`config.mk`:
```
export PLATFORM = sky130hd
export DESIGN_NAME = mem_arbiter
export DESIGN_NICKNAME = d
export VERILOG_FILES = /design/src/rtl/mem_arbiter.sv
export SDC_FILE = /design/constraint.sdc
export NUM_CORES = 1
export LEC_CHECK = 0
export BUFFER_PORTS_ARGS = -buffer_cell sky130_fd_sc_hd__buf_2
export CAP_MARGIN = 5
export CORE_AREA = 2 2 193 195
export DETAILED_ROUTE_END_ITERATION = 16
export DIE_AREA = 0 0 195 197
export HOLD_SLACK_MARGIN = 0.12
export PLACE_DENSITY = 0.64
export SYNTH_ARGS = -nofsm -noshare
export SYNTH_HDL_FRONTEND = slang
export SYNTH_SLANG_ARGS = --single-unit
```
`constraint.sdc`:
```
create_clock -name i_clock -period 16.42 [get_ports i_clock]
set_input_delay 3.284 -clock i_clock [delete_from_list [all_inputs] [get_ports i_clock]]
set_output_delay 3.284 -clock i_clock [all_outputs]
set_load 0.05 [all_outputs]
```
`src/rtl/mem_arbiter.sv`:
```
// mem_arbiter
//
// Shares one memory port between COUNT requesters. A request seen in IDLE is
// granted and its command (rw/address/wdata) is captured, then presented to
// memory with o_request held high (BUSY) until memory answers with i_ready.
// The granted requester gets a one-cycle o_ready pulse, and reads also update
// that requester's o_rdata slice. A single RELEASE cycle with o_request low
// always follows, so memory can drop i_ready before the next grant.
//
// Configuration:
//   MEM_ARBITER_ROUND_ROBIN_EN defined   -> round-robin arbitration with a
//                                           rotating pointer
//   MEM_ARBITER_ROUND_ROBIN_EN undefined -> fixed priority, lowest index wins
//
// Parameters:
//   WIDTH  data width of every requester and memory data port
//   COUNT  number of requesters (2..8)
//
// Ports:
//   i_clock, i_reset           clock (rising edge), async active-high reset
//   i_request[COUNT]           per-requester request
//   i_rw[COUNT]                per-requester direction, 0 read / 1 write
//   i_address[COUNT*32]        per-requester byte address, slice n = [32n+:32]
//   i_wdata[COUNT*WIDTH]       per-requester write data
//   o_rdata[COUNT*WIDTH]       per-requester registered read data
//   o_ready[COUNT]             per-requester one-cycle completion pulse
//   o_request/o_rw/o_address/o_wdata   memory-side command
//   i_rdata/i_ready            memory-side response
module mem_arbiter #(
  parameter int WIDTH = 32,
  parameter int COUNT = 4
) (
  input  logic                   i_clock,
  input  logic                   i_reset,
  input  logic [COUNT-1:0]       i_request,
  input  logic [COUNT-1:0]       i_rw,
  input  logic [COUNT*32-1:0]    i_address,
  input  logic [COUNT*WIDTH-1:0] i_wdata,
  output logic [COUNT*WIDTH-1:0] o_rdata,
  output logic [COUNT-1:0]       o_ready,
  output logic                   o_request,
  output logic                   o_rw,
  output logic [31:0]            o_address,
  output logic [WIDTH-1:0]       o_wdata,
  input  logic [WIDTH-1:0]       i_rdata,
  input  logic                   i_ready
);

  localparam int IW = (COUNT > 1) ? $clog2(COUNT) : 1;

  typedef enum logic [1:0] {
    IDLE,
    BUSY,
    RELEASE
  } state_t;

  state_t          state;
  logic [IW-1:0]   grant;
  logic [IW-1:0]   pick;
  logic            any_request;

`ifdef MEM_ARBITER_ROUND_ROBIN_EN
  logic [IW-1:0]   rr_ptr;

  // Pick the set request closest to the pointer going upward with wrap.
  // Distances are compared per index so every select uses a constant index.
  always_comb begin
    int best;
    int dist;
    pick        = '0;
    any_request = 1'b0;
    best        = COUNT;
    dist        = 0;
    for (int j = 0; j < COUNT; j++) begin
      if (j >= int'(rr_ptr)) dist = j - int'(rr_ptr);
      else                   dist = j + COUNT - int'(rr_ptr);
      if (i_request[j] && dist < best) begin
        best        = dist;
        pick        = IW'(j);
        any_request = 1'b1;
      end
    end
  end

  // Pointer moves just past whoever was granted so that requester goes last.
  always_ff @(posedge i_clock or posedge i_reset) begin
    if (i_reset) begin
      rr_ptr <= '0;
    end else if (state == IDLE && any_request) begin
      if (pick == IW'(COUNT - 1)) rr_ptr <= '0;
      else                        rr_ptr <= pick + 1'b1;
    end
  end
`else
  // Fixed priority: scanning downward leaves the lowest set index in pick.
  always_comb begin
    pick        = '0;
    any_request = 1'b0;
    for (int j = COUNT - 1; j >= 0; j--) begin
      if (i_request[j]) begin
        pick        = IW'(j);
        any_request = 1'b1;
      end
    end
  end
`endif

  // Transaction sequencer. The command fields are captured once at grant and
  // only change at the next grant, so memory sees a stable command. o_ready
  // defaults low every cycle, which makes the completion a single pulse.
  // Dropping the granted request while BUSY abandons the transaction quietly.
  always_ff @(posedge i_clock or posedge i_reset) begin
    if (i_reset) begin
      state     <= IDLE;
      grant     <= '0;
      o_request <= 1'b0;
      o_rw      <= 1'b0;
      o_address <= '0;
      o_wdata   <= '0;
      o_ready   <= '0;
      o_rdata   <= '0;
    end else begin
      o_ready <= '0;
      case (state)
        IDLE: begin
          if (any_request) begin
            grant     <= pick;
            o_rw      <= i_rw[pick];
            o_address <= i_address[pick*32 +: 32];
            o_wdata   <= i_wdata[pick*WIDTH +: WIDTH];
            o_request <= 1'b1;
            state     <= BUSY;
          end
        end
        BUSY: begin
          if (!i_request[grant]) begin
            o_request <= 1'b0;
            state     <= RELEASE;
          end else if (i_ready) begin
            o_ready[grant] <= 1'b1;
            if (!o_rw) o_rdata[grant*WIDTH +: WIDTH] <= i_rdata;
            o_request <= 1'b0;
            state     <= RELEASE;
          end
        end
        RELEASE: begin
          o_request <= 1'b0;
          state     <= IDLE;
        end
        default: begin
          o_request <= 1'b0;
          state     <= IDLE;
        end
      endcase
    end
  end

endmodule
```
# Yosys cells after proc, flatten, opt, wreduce, memory -nomap -nowiden
# Cells that the tools add are included.
[classes]
magnitude_cmp = 3
reduce_logical = 5
muxes = 26
n_eq_ne = 3
add_sub_neg = 1
shift = 4
bitwise = 1
[op_table]
columns = ["operator", "n"]
rows = [
  ["128-bit by 8-bit variable part select with 32-bit output", 2],
  ["128-bit bitwise mux", 1],
  ["32-bit by 34-bit variable shift with 128-bit output, first input constant", 1],
  ["32-bit by 34-bit variable part select with 128-bit output", 1],
  ["7-bit negator with 34-bit output", 1],
  ["2-bit 2-to-1 mux", 7],
  ["4-bit 2-to-1 mux", 3],
  ["1-bit 2-to-1 mux", 10],
  ["2-bit by 3-bit less-than comparator with 1-bit output, second input constant", 2],
  ["1-bit binary-select mux with 2-bit select", 2],
  ["2-bit one-hot mux with 2 select lines", 1],
  ["2-bit AND reduction", 2],
  ["4-bit AND reduction", 1],
  ["3-bit != test, second input constant", 1],
  ["1-bit demux with 2-bit select", 1],
  ["2-bit by 1-bit == test with 1-bit output, second input constant", 1],
  ["2-bit by 1-bit >= comparator with 1-bit output, second input constant", 1],
  ["2-bit logical NOT", 1],
  ["2-bit != test, second input constant", 1],
  ["1-bit one-hot mux with 2 select lines", 1],
  ["1-bit logical AND", 1],
  ["1-bit inverter", 1],
]
[totals]
input_bits = 299
reg_bits = 202
elab_cells = 51
out_inout_bits = 198

# Logic depth before layout (Yosys ltp)
# Gate-level depths: netlist of run 1.
[depth]
word_depth = 7
depth_mapped = 7
depth_no_buf = 5

# Worst setup path after synthesis of run 1
# Ideal clock, no wire load.
[synth_timing]
path_kind = "input to register"
start = "input i_request[3]"
end = "register o_rdata[12]"
arrival_ns = 4.560
setup_ns = 0.125
setup_slack_ns = 11.735
stages = 5
path_cell_list = "buf_2 mux4_2 and3_1 buf_6 mux2_4"
[synth_via]
elab_chain_cells = 3
[synth_lines]
columns = ["element", "line_no", "text"]
rows = [
  ["start: declaration", "35", "input logic [COUNT-1:0] i_request,"],
  ["1-bit binary-select mux with 2-bit select", "136", "if (!i_request[grant]) begin"],
  ["1-bit 2-to-1 mux (implied by the code)", "136", ""],
  ["4-bit AND reduction (no line)", "n/a", ""],
  ["end signal: indexed assignment", "141", "if (!o_rw) o_rdata[grant*WIDTH +: WIDTH] <= i_rdata;"],
  ["end: declaration", "39", "output logic [COUNT*WIDTH-1:0] o_rdata,"],
]
# Every way passes these cells. The select of a mux whose other input is x is not followed.
# A chain may end at the register's enable or synchronous reset.

# Final worst setup path of run 1
[layout_timing]
start = "input i_request[2]"
end = "register o_rdata[12]"
# The elaborated chain is that of the path after synthesis.

==> flow_metrics.tcl, run 1 <==
set metrics [dict create \
    ios 497 \
    powerDensity_mw_per_mm2 209 \
    overflow 0 \
    cts_root_buf "clkbuf_16" \
    max_freq_mhz 190 \
    hold-worst-slack_ns 0.490 \
    start_util 0.329 \
    finalWorstSetupSlack_ns 11.15 \
    synth.distinct_cells 39 \
    endpoint_kind "register" \
    setup_tns_ns 0 \
    clk_latency_ns 0.53 \
    drtIter0Drc 740 \
    numCtsBuffers 24 \
    finalCoreUtilization 0.426 \
    cts.sinks 201 \
    clock-skew-final_ns 0.0243 \
    cap_violations 0 \
    fin_crit_sh 0.321 \
    layout.cells.non_filler 2235 \
    hold_viol 0 \
    cts_tree "built" \
    preCtsSetupSlack_ns 10.61 \
    cts_resized 0 \
    grt_pass1_wl_um 63800 \
    synth_flop_cell "dfrtp_1" \
    vias 11200 \
    ir_drop_mv 0.103 \
    post_drt_via_cell_ratio 5.02 \
    die_x_um 195 \
    required_ns 16.83 \
    gr-usage-all-layers 0.208 \
    setup_viol 0 \
    drc 0 \
    rows 70 \
    grt_setup_unrepaired "false" \
    hold_path_startpoint "o_address[2]$_DFFE_PP0P_" \
    synth_edf_count 0 \
    hold_class "register to register" \
    hold_buffers 0 \
    finalPower_mw 3.23 \
    synthArstFlopShare 1.00 \
    p_leak_nw 7.63 \
    outcome "finished, final reports clean" \
    min_period_ns 5.27 \
    grt_max_degree 145 \
    postRouteWirelength_um 41700 \
    die_h_um 197 \
    area_growth_pct 29.7 \
    gp_congestion 0.883 \
    cts_buffer_depth 3 \
    synth_area_mm2 0.0119 \
    place_hpwl_um 29600 \
    maxSlewViolCount 0 \
    critPathMaxFanout 72 \
    critPathLaunch "i_request[2]" \
    layout.nets 2051 \
    syn_area_per_cell_um2 8.99 \
    ant_nets 0 \
    drive_gt1_frac 0.324 \
    reg2reg_from "state[0]$_DFFE_PP0P_" \
    synthesis.nets 1629 \
    netlist_instances 1325 \
    slew_headroom 0.272 \
    first_pass_iters 5 \
    dp.cells 2189 \
    place_area_mm2 0.0146 \
    tightest_slew_ns 1.09 \
    first_global_vias 11100 \
    die_area_mm2 0.0384 \
    io_buffers 496 \
    clk_pin_slew_ns 0.06 \
    ys_seq_area_frac 0.422 \
    startpoint_type "input port" \
    placeableCoreArea_mm2 0.0363 \
    critical_path_class "input port to register" \
    ys_ff_latch 201 \
    postCtsSetupRepairBufs 0 \
    cp.arrival_ns 5.67 \
    htree_num_levels 1 \
    wl_per_cell_um 18.7 \
    design_area_mm2 0.0155 \
    antenna_found_initial 7 \
    yosys_warnings 0 \
]
==> Yosys cell counts (2+ instances only) <==
library cell,count,area share
clkbuf_1,84,0.026
o31a_1,64,0.047
a21oi_1,2,0.00084
buf_1,7,0.0022
buf_12,6,0.010
buf_4,6,0.0038
nand2b_1,3,0.0016
mux2i_1,126,0.11
and3_1,3,0.0016
buf_6,2,0.0019
mux2_4,2,0.0025
dfrtp_1,201,0.42
o31ai_1,65,0.041
nand3_2,2,0.0017
nor3b_1,129,0.081
nor4b_1,2,0.0015
nand2_1,190,0.060
buf_2,10,0.0042
o21ai_1,14,0.0059
and2_1,4,0.0021
inv_1,130,0.041
nor2b_1,65,0.034
o21a_1,66,0.042
o21ai_0,54,0.023
ha_1,5,0.0052
nor2_1,70,0.022
==> registers in the layout (all words and copies together) (netlist names) <==
signal and flops:
o_address 32, o_wdata 32, o_ready 4, grant 2
state 2, o_rw 1, o_rdata 128
==> area by class of cell <==
cell class	instances	area, µm²
Fill cell	3606	20800
Multi-Input combinational cell	879	5860
Sequential cell	201	5030
Timing Repair Buffer	511	2610
Clock buffer	30	684
Tap cell	468	586
Inverter	130	495
Clock inverter	14	189
Antenna cell	2	5.00
==> path summary, 6_finish.rpt <==
path / to / slack (ns) / cells past startpoint
worst max-delay path: o_rdata[12]$_DFFE_PP0P_ / 11.15 / 5
worst min-delay path: o_address[2]$_DFFE_PP0P_ / 0.49 / 2
worst max register to register: o_address[8]$_DFFE_PP0P_ / 13.87 / 5
worst min register to register: o_address[2]$_DFFE_PP0P_ / 0.49 / 2
max in group asynchronous: o_address[9]$_DFFE_PP0P_ / 11.89 / 3
min in group asynchronous: o_rdata[26]$_DFFE_PP0P_ / 2.95 / 2
==> critical path, cell delays in order <==
cell	delay, ns
buf_2	0.08
buf_4	0.55
mux4_2	0.45
and3_2	0.92
mux2_4	0.35
==> logic make-up (layout without fill, tap and decap cells) <==
logic type,count (synthesis),after routing,share of synthesized area
simple gates,479,479,0.213
compound gates,266,266,0.160
buf+inv,245,685,0.0896
flops,201,201,0.422
mux,129,129,0.110
fa+ha+maj,5,5,0.00525
other cells,0,2,0
==> routing by layer <==
layer  vias up  track usage  routed length (µm)
li1       5305            -                   -
met1      5386        0.266               17100
met2       453        0.355               20200
met3        72       0.0501                3310
met4        12       0.0537                1030
met5         -            0                  92
==> cells in the final DEF (no fill, tap or decap), types with 5 or more instances in the layout <==
cell       Yosys  routed
o21ai_1       14      14
inv_1        130     129
mux2i_1      126     126
o21a_1        66      66
nor2_1        70      69
o31ai_1       65      65
buf_4          6      17
dfrtp_1      201     201
nor3b_1      129     128
nand2_1      190     190
clkbuf_16      0      25
buf_2         10     493
ha_1           5       5
o31a_1        64      64
nor2b_1       65      65
o21ai_0       54      54
==> report_power, final <==
part	total (mW)	switching, mW	internal, mW
Sequential	0.874	0.136	0.738
Combinational	1.77	1.36	0.415
Clock	0.582	0.223	0.360
Note: power is estimated with default switching activity, not from simulation.
==> run 2: changes to the inputs <==
--- a/config.mk
+++ b/config.mk
@@ -7,11 +7,11 @@
 export LEC_CHECK = 0
 export BUFFER_PORTS_ARGS = -buffer_cell sky130_fd_sc_hd__buf_2
 export CAP_MARGIN = 5
-export CORE_AREA = 2 2 193 195
+export CORE_AREA = 2 2 195 197
 export DETAILED_ROUTE_END_ITERATION = 16
-export DIE_AREA = 0 0 195 197
+export DIE_AREA = 0 0 197 199
 export HOLD_SLACK_MARGIN = 0.12
-export PLACE_DENSITY = 0.64
+export PLACE_DENSITY = 0.63
 export SYNTH_ARGS = -nofsm -noshare
 export SYNTH_HDL_FRONTEND = slang
 export SYNTH_SLANG_ARGS = --single-unit
==> constraint.sdc (replaced) <==
create_clock -name i_clock -period 5 [get_ports i_clock]
set_input_delay 1 -clock i_clock [delete_from_list [all_inputs] [get_ports i_clock]]
set_output_delay 1 -clock i_clock [all_outputs]
set_load 0.05 [all_outputs]
==> run 2 against run 1 <==
Global-route usage shrank 0.69 points. Worst setup slack lost 9.1 ns. Critical path depth shrank 1. Register-to-register slack lost 11 ns. Sequential power grew to 3.3 times the previous value. Die area grew 2.1%. Wire length shrank 0.48%. Cell count grew 0.13%. Clock power grew to 2.9 times the previous value. Critical path type unchanged. Largest cell class unchanged.
==> flow_metrics.tcl, run 2 (synthesized netlist as in run 1, its figures left out) <==
set metrics [dict create \
    place_hpwl_um 29200 \
    p_leak_nw 7.57 \
    gp_congestion 0.906 \
    hold_class "register to register" \
    io_buffers 496 \
    overflow 0 \
    ir_drop_mv 0.266 \
    ant_nets 0 \
    max_stage_delay_ns 0.94 \
    crit_path_cell_trace "buf_6 -> mux4_2 -> and3_2 -> mux2_4" \
    gr-usage-all-layers 0.202 \
    postCtsSetupRepairBufs 0 \
    clk_pin_slew_ns 0.06 \
    required_ns 5.39 \
    hold_viol 0 \
    final_common_cell "buf_2" \
    grt_max_degree 108 \
    first_global_vias 10900 \
    cpLargestDelayFamily "simple AND/OR/NAND/NOR gates" \
    ios 497 \
    cp.arrival_ns 3.31 \
    cp.buffers_inverters 1 \
    slew_headroom 0.257 \
    antenna_found_initial 5 \
    numCtsBuffers 23 \
    hold_buffers 0 \
    p_sw_mw 5.57 \
    r2r_cells 4 \
    cts_buffer_depth 3 \
    switching_share 0.537 \
    seq_power_share 0.275 \
    crit_cells 4 \
    final_cell_mix "493 x buf_2, 201 x dfrtp_1, 190 x nand2_1, 129 x inv_1, 128 x nor3b_1" \
    largest_reg_flops 128 \
    cts_root_buf "clkbuf_16" \
    wl_met1_um 17400 \
    slowest_stage "and3_2" \
    critPathMaxFanout 96 \
    postRouteWirelength_um 41500 \
    routed.top_layer "met5" \
    largest_register "o_rdata" \
    regArea_mm2 0.00503 \
    first_pass_iters 4 \
    outcome "finished, final reports clean" \
    htree_num_levels 1 \
    die_area_mm2 0.0392 \
    maxSlewViolCount 0 \
    nFillCells 3767 \
    cts_tree "built" \
    met3_wirelength_um 3060 \
    setup_tns_ns 0 \
    start_util 0.321 \
    startpoint_type "input port" \
    pwr-share-comb 0.561 \
    cap_violations 0 \
    endpoint_kind "register" \
    drtIter0Drc 480 \
    wl_per_cell_um 18.5 \
    clock-skew-final_ns 0.0101 \
    drc 0 \
    min_period_ns 2.91 \
    p_clk_frac 0.164 \
    reg_top3 "o_rdata: 128 flops, o_address: 32 flops, o_wdata: 32 flops" \
    clk_latency_ns 0.51 \
    post_drt_via_cell_ratio 4.98 \
    setup_viol 0 \
    fin_crit_sh 0.583 \
    dr_wl_met2_um 19800 \
    grt_setup_unrepaired "false" \
    multiInputGateArea_mm2 0.00586 \
    grt_pass1_wl_um 62300 \
    drive_gt1_frac 0.321 \
    critical_path_class "input port to register" \
    tightest_slew_ns 1.11 \
    hold-worst-slack_ns 0.494 \
    area_growth_pct 29.0 \
    min_path_cells 2 \
    max_freq_mhz 343 \
    die_x_um 197 \
    internal-power_mw 4.80 \
    rows 71 \
    vias 11200 \
    die_h_um 199 \
    powerDensity_mw_per_mm2 675 \
    cts.sinks 201 \
    layout.nets 2051 \
    cts_resized 0 \
    placeableCoreArea_mm2 0.0371 \
]
[run 2: cell types whose count changed in the layout (fill, tap and decap cells not counted), moves of 2 or more]
cell,previous run,this run
diode_2,2,5
buf_12,0,2
bufinv_16,4,2
clkbuf_16,25,23
inv_6,2,0
[run 2: worst min-delay path, cell delays in order, from the launching register on]
cell and delay, ns:
dfrtp_1 0.34, o21ai_1 0.06, o31ai_1 0.06
[run 2: worst paths after layout]
path                                         start                        to  slack (ns)
max                                   i_request[0]   o_rdata[12]$_DFFE_PP0P_        2.09
max reg2reg                   grant[0]$_DFFE_PP0P_   o_rdata[12]$_DFFE_PP0P_        2.51
min                        o_wdata[13]$_DFFE_PP0P_   o_wdata[13]$_DFFE_PP0P_        0.49
min reg2reg                o_wdata[13]$_DFFE_PP0P_   o_wdata[13]$_DFFE_PP0P_        0.49
min in group asynchronous                  i_reset   o_rdata[26]$_DFFE_PP0P_        0.73
max in group asynchronous                  i_reset  o_rdata[112]$_DFFE_PP0P_        3.22
[run 2: routing by layer]
metal	track usage	vias up
li1	-	5306
met1	0.247	5392
met2	0.346	385
met3	0.0495	68
met4	0.0682	4
met5	0	-
[run 2: layout make-up]
cell class / instances / share of cell area
multi-input cells: 879 / 0.381
flip-flops and latches: 201 / 0.327
repair buffers: 512 / 0.172
clock buffers: 30 / 0.0424
well taps: 474 / 0.0386
inverters: 130 / 0.0320
clock inverters: 7 / 0.00586
diodes: 5 / 0.000814
[run 2: per-stage QoR]
stage	power, mW	utilization	cell area (µm²)	std cells	setup slack (ns)
2_1_floorplan	7.09	-	11900	1325	1.40
3_3_place_gp	8.65	0.394	14600	2196	1.65
3_5_place_dp	8.74	0.394	14600	2196	1.58
4_1_cts	10.5	0.414	15400	2233	2.13
5_1_grt	10.9	0.414	15400	2236	2.03
6_report	10.4	0.414	15400	2238	2.09
[run 2: power groups by stage]
stage / combinational (mW) / sequential [mW] / clock (mW)
detailed placement: 5.86 / 2.87 / 0
finish: 5.82 / 2.85 / 1.70
CTS: 5.87 / 2.85 / 1.75
global placement: 5.81 / 2.85 / 0
floorplan: 1.53 / 5.57 / 0
global route: 6.17 / 2.95 / 1.82
==> run 3: changes to the inputs <==
==> config.mk (replaced) <==
export PLATFORM = sky130hd
export DESIGN_NAME = mem_arbiter
export DESIGN_NICKNAME = d
export VERILOG_FILES = /design/src/rtl/mem_arbiter.sv
export SDC_FILE = /design/constraint.sdc
export NUM_CORES = 1
export LEC_CHECK = 0
export ABC_AREA = 1
export BUFFER_PORTS_ARGS = -buffer_cell sky130_fd_sc_hd__buf_2
export CAP_MARGIN = 5
export CORE_AREA = 2 2 193 195
export DETAILED_ROUTE_END_ITERATION = 16
export DIE_AREA = 0 0 195 197
export HOLD_SLACK_MARGIN = 0.12
export PLACE_DENSITY = 0.66
export SYNTH_ARGS = -nofsm -noshare
export SYNTH_HDL_FRONTEND = slang
export SYNTH_SLANG_ARGS = --single-unit
==> constraint.sdc (replaced) <==
create_clock -name i_clock -period 2.6 [get_ports i_clock]
set_input_delay 0.52 -clock i_clock [delete_from_list [all_inputs] [get_ports i_clock]]
set_output_delay 0.52 -clock i_clock [all_outputs]
set_load 0.05 [all_outputs]
==> run 3 against run 2 <==
First-iteration DRC count grew 62%. Via count grew 15%. Combinational power grew 18%. Critical path type is now register to register. Largest cell class unchanged.
==> flow_metrics.tcl, run 3 <==
set metrics [dict create \
    place_area_mm2 0.0147 \
    die_x_um 195 \
    numCtsBuffers 24 \
    antenna_found_initial 11 \
    largest_register "o_rdata" \
    p_sw_mw 7.19 \
    critPathMaxFanout 32 \
    synth_edf_count 0 \
    hold_viol 0 \
    maxSlewViolCount 0 \
    cts.sinks 201 \
    hold_class "input port to register" \
    start_util 0.325 \
    setup_viol 0 \
    yosys-top-cells-area "dfrtp_1 43%, nand2_1 26%, nand3_1 8.4%, inv_1 7.7%, nor2_1 4.2%" \
    area_growth_pct 31.6 \
    vias 12800 \
    required_ns 3.00 \
    wl_per_cell_um 17.2 \
    cts_tree "built" \
    ios 497 \
    fin_crit_sh 0.842 \
    synth_fa_ha_area_frac 0.00530 \
    final_cell_mix "816 x nand2_1, 496 x buf_2, 239 x inv_1, 201 x dfrtp_1, 198 x nand3_1" \
    final_common_cell "nand2_1" \
    reg_top3 "o_rdata: 128 flops, o_address: 32 flops, o_wdata: 32 flops" \
    p_leak_nw 9.80 \
    clk_pin_slew_ns 0.06 \
    powerDensity_mw_per_mm2 942 \
    startpoint_type "register" \
    tightest_slew_ns 1.18 \
    cp.arrival_ns 2.59 \
    setup_tns_ns 0 \
    yosysTopAreaCellShare 0.426 \
    drc 0 \
    clk_latency_ns 0.52 \
    placeableCoreArea_mm2 0.0363 \
    synthSimpleGateAreaFrac 0.440 \
    max_freq_mhz 457 \
    clock-skew-final_ns 0.0149 \
    place_hpwl_um 35300 \
    synthesis.nets 2100 \
    synthArstFlopShare 1.00 \
    largest_reg_flops 128 \
    postRouteWirelength_um 47100 \
    yosys_warnings 0 \
    pwr-share-comb 0.471 \
    synthMuxAreaShare 0 \
    cap_violations 0 \
    io_buffers 496 \
    gr-usage-all-layers 0.237 \
    synth.distinct_cells 21 \
    first_pass_iters 7 \
    die_area_mm2 0.0384 \
    layout.nets 2546 \
    ir_drop_mv 0.444 \
    ant_nets 0 \
    first_global_vias 12000 \
    ys_ff_latch 201 \
    yosys.area.top_type "dfrtp_1" \
    slew_headroom 0.214 \
    rows 70 \
    nFillCells 3860 \
    critical_path_class "register to register" \
    p_clk_frac 0.232 \
    post_drt_via_cell_ratio 4.67 \
    drive_gt1_frac 0.258 \
    syn_area_per_cell_um2 6.57 \
    netlist_instances 1796 \
    die_h_um 197 \
    seq_power_share 0.297 \
    postCtsSetupRepairBufs 0 \
    htree_num_levels 1 \
    synthTopCellsByCount "819 x nand2_1, 242 x inv_1, 201 x dfrtp_1, 198 x nand3_1, 133 x nor2_1" \
    grt_pass1_wl_um 70100 \
    ys_seq_area_frac 0.426 \
    switching_share 0.492 \
    outcome "finished, final reports clean" \
    drtIter0Drc 776 \
    gp_congestion 0.961 \
    finalPower_mw 14.6 \
    endpoint_kind "register" \
    overflow 0 \
    synth_top_family_by_area "simple AND/OR/NAND/NOR gates" \
    grt_max_degree 81 \
    synth_area_mm2 0.0118 \
    internal-power_mw 7.42 \
    synth_compound_area_frac 0.00191 \
    synthMostInstantiatedCell "nand2_1" \
    cts_root_buf "clkbuf_16" \
    cts_buffer_depth 3 \
    min_period_ns 2.19 \
    grt_setup_unrepaired "false" \
    design_area_mm2 0.0155 \
    synth_flop_cell "dfrtp_1" \
    synthXorXnorAreaFrac 0 \
]
-- run 3: area by class of cell --
type,count,area (µm²),area share
inverters,244,922,0.0594
multi-input cells,1241,5300,0.341
repair buffers,530,2870,0.185
flip-flops and latches,201,5030,0.324
diodes,9,22.5,0.00145
clock buffers,32,682,0.0439
clock inverters,10,111,0.00718
well taps,468,586,0.0377
-- run 3: cells by family after synthesis --
group,count (synthesis)
DFF,201
AOI/OAI and AO/OA,4
buffers and inverters,354
and+or+nand+nor,1232
adders and majority gates,5
-- run 3: metrics by stage --
stage          hold WS [ns]  setup WS, ns   util  std cells
2_1_floorplan         0.523        -0.522      -       1796
6_report              0.223         0.411  0.428       2735
3_5_place_dp          0.461         0.437  0.405       2683
3_3_place_gp          0.457         0.456  0.405       2683
4_1_cts               0.194         0.418  0.427       2726
5_1_grt               0.210         0.205  0.428       2734
-- run 3: final timing paths --
path | startpoint | to | slack [ns] | depth (start not counted)
worst max-delay path | grant[1]$_DFFE_PP0P_ | o_rdata[37]$_DFFE_PP0P_ | 0.41 | 8
worst min-delay path | i_ready | state[0]$_DFFE_PP0P_ | 0.22 | 2
worst max register to register | grant[1]$_DFFE_PP0P_ | o_rdata[37]$_DFFE_PP0P_ | 0.41 | 8
worst min register to register | o_rdata[42]$_DFFE_PP0P_ | o_rdata[42]$_DFFE_PP0P_ | 0.47 | 2
max in group asynchronous | i_reset | o_wdata[11]$_DFFE_PP0P_ | 1.17 | 4
min in group asynchronous | i_reset | o_rdata[21]$_DFFE_PP0P_ | 0.64 | 3
-- run 3: power groups by stage --
| stage | sequential (mW) | clock [mW] | combinational (mW) |
|---|---|---|---|
| floorplan | 6.72 | 0 | 2.40 |
| global placement | 4.38 | 0 | 6.90 |
| detailed placement | 4.38 | 0 | 6.93 |
| CTS | 4.34 | 3.49 | 6.95 |
| global route | 4.41 | 3.63 | 7.37 |
| finish | 4.34 | 3.39 | 6.89 |
-- run 3: timing repair --
| action | CTS | global route |
|---|---|---|
| hold endpoints to repair | 21 | 0 |
| resized for setup | 0 | 0 |
| endpoints found under the setup margin | 0 | 0 |
| hold buffers | 1 | 0 |
-- run 3: critical path, stage by stage (launching register included) --
cell,delay (ns)
dfrtp_1,0.41
inv_1,0.11
ha_1,0.29
inv_1,0.09
nor2_1,0.06
inv_1,0.85
nor2_1,0.09
nand2_1,0.11
nand2_1,0.05
-- run 3: metal layers --
metal,wire (µm),global-route usage
met5,13,0
met4,1560,0.0891
met3,3420,0.0332
met2,22600,0.393
met1,19500,0.314
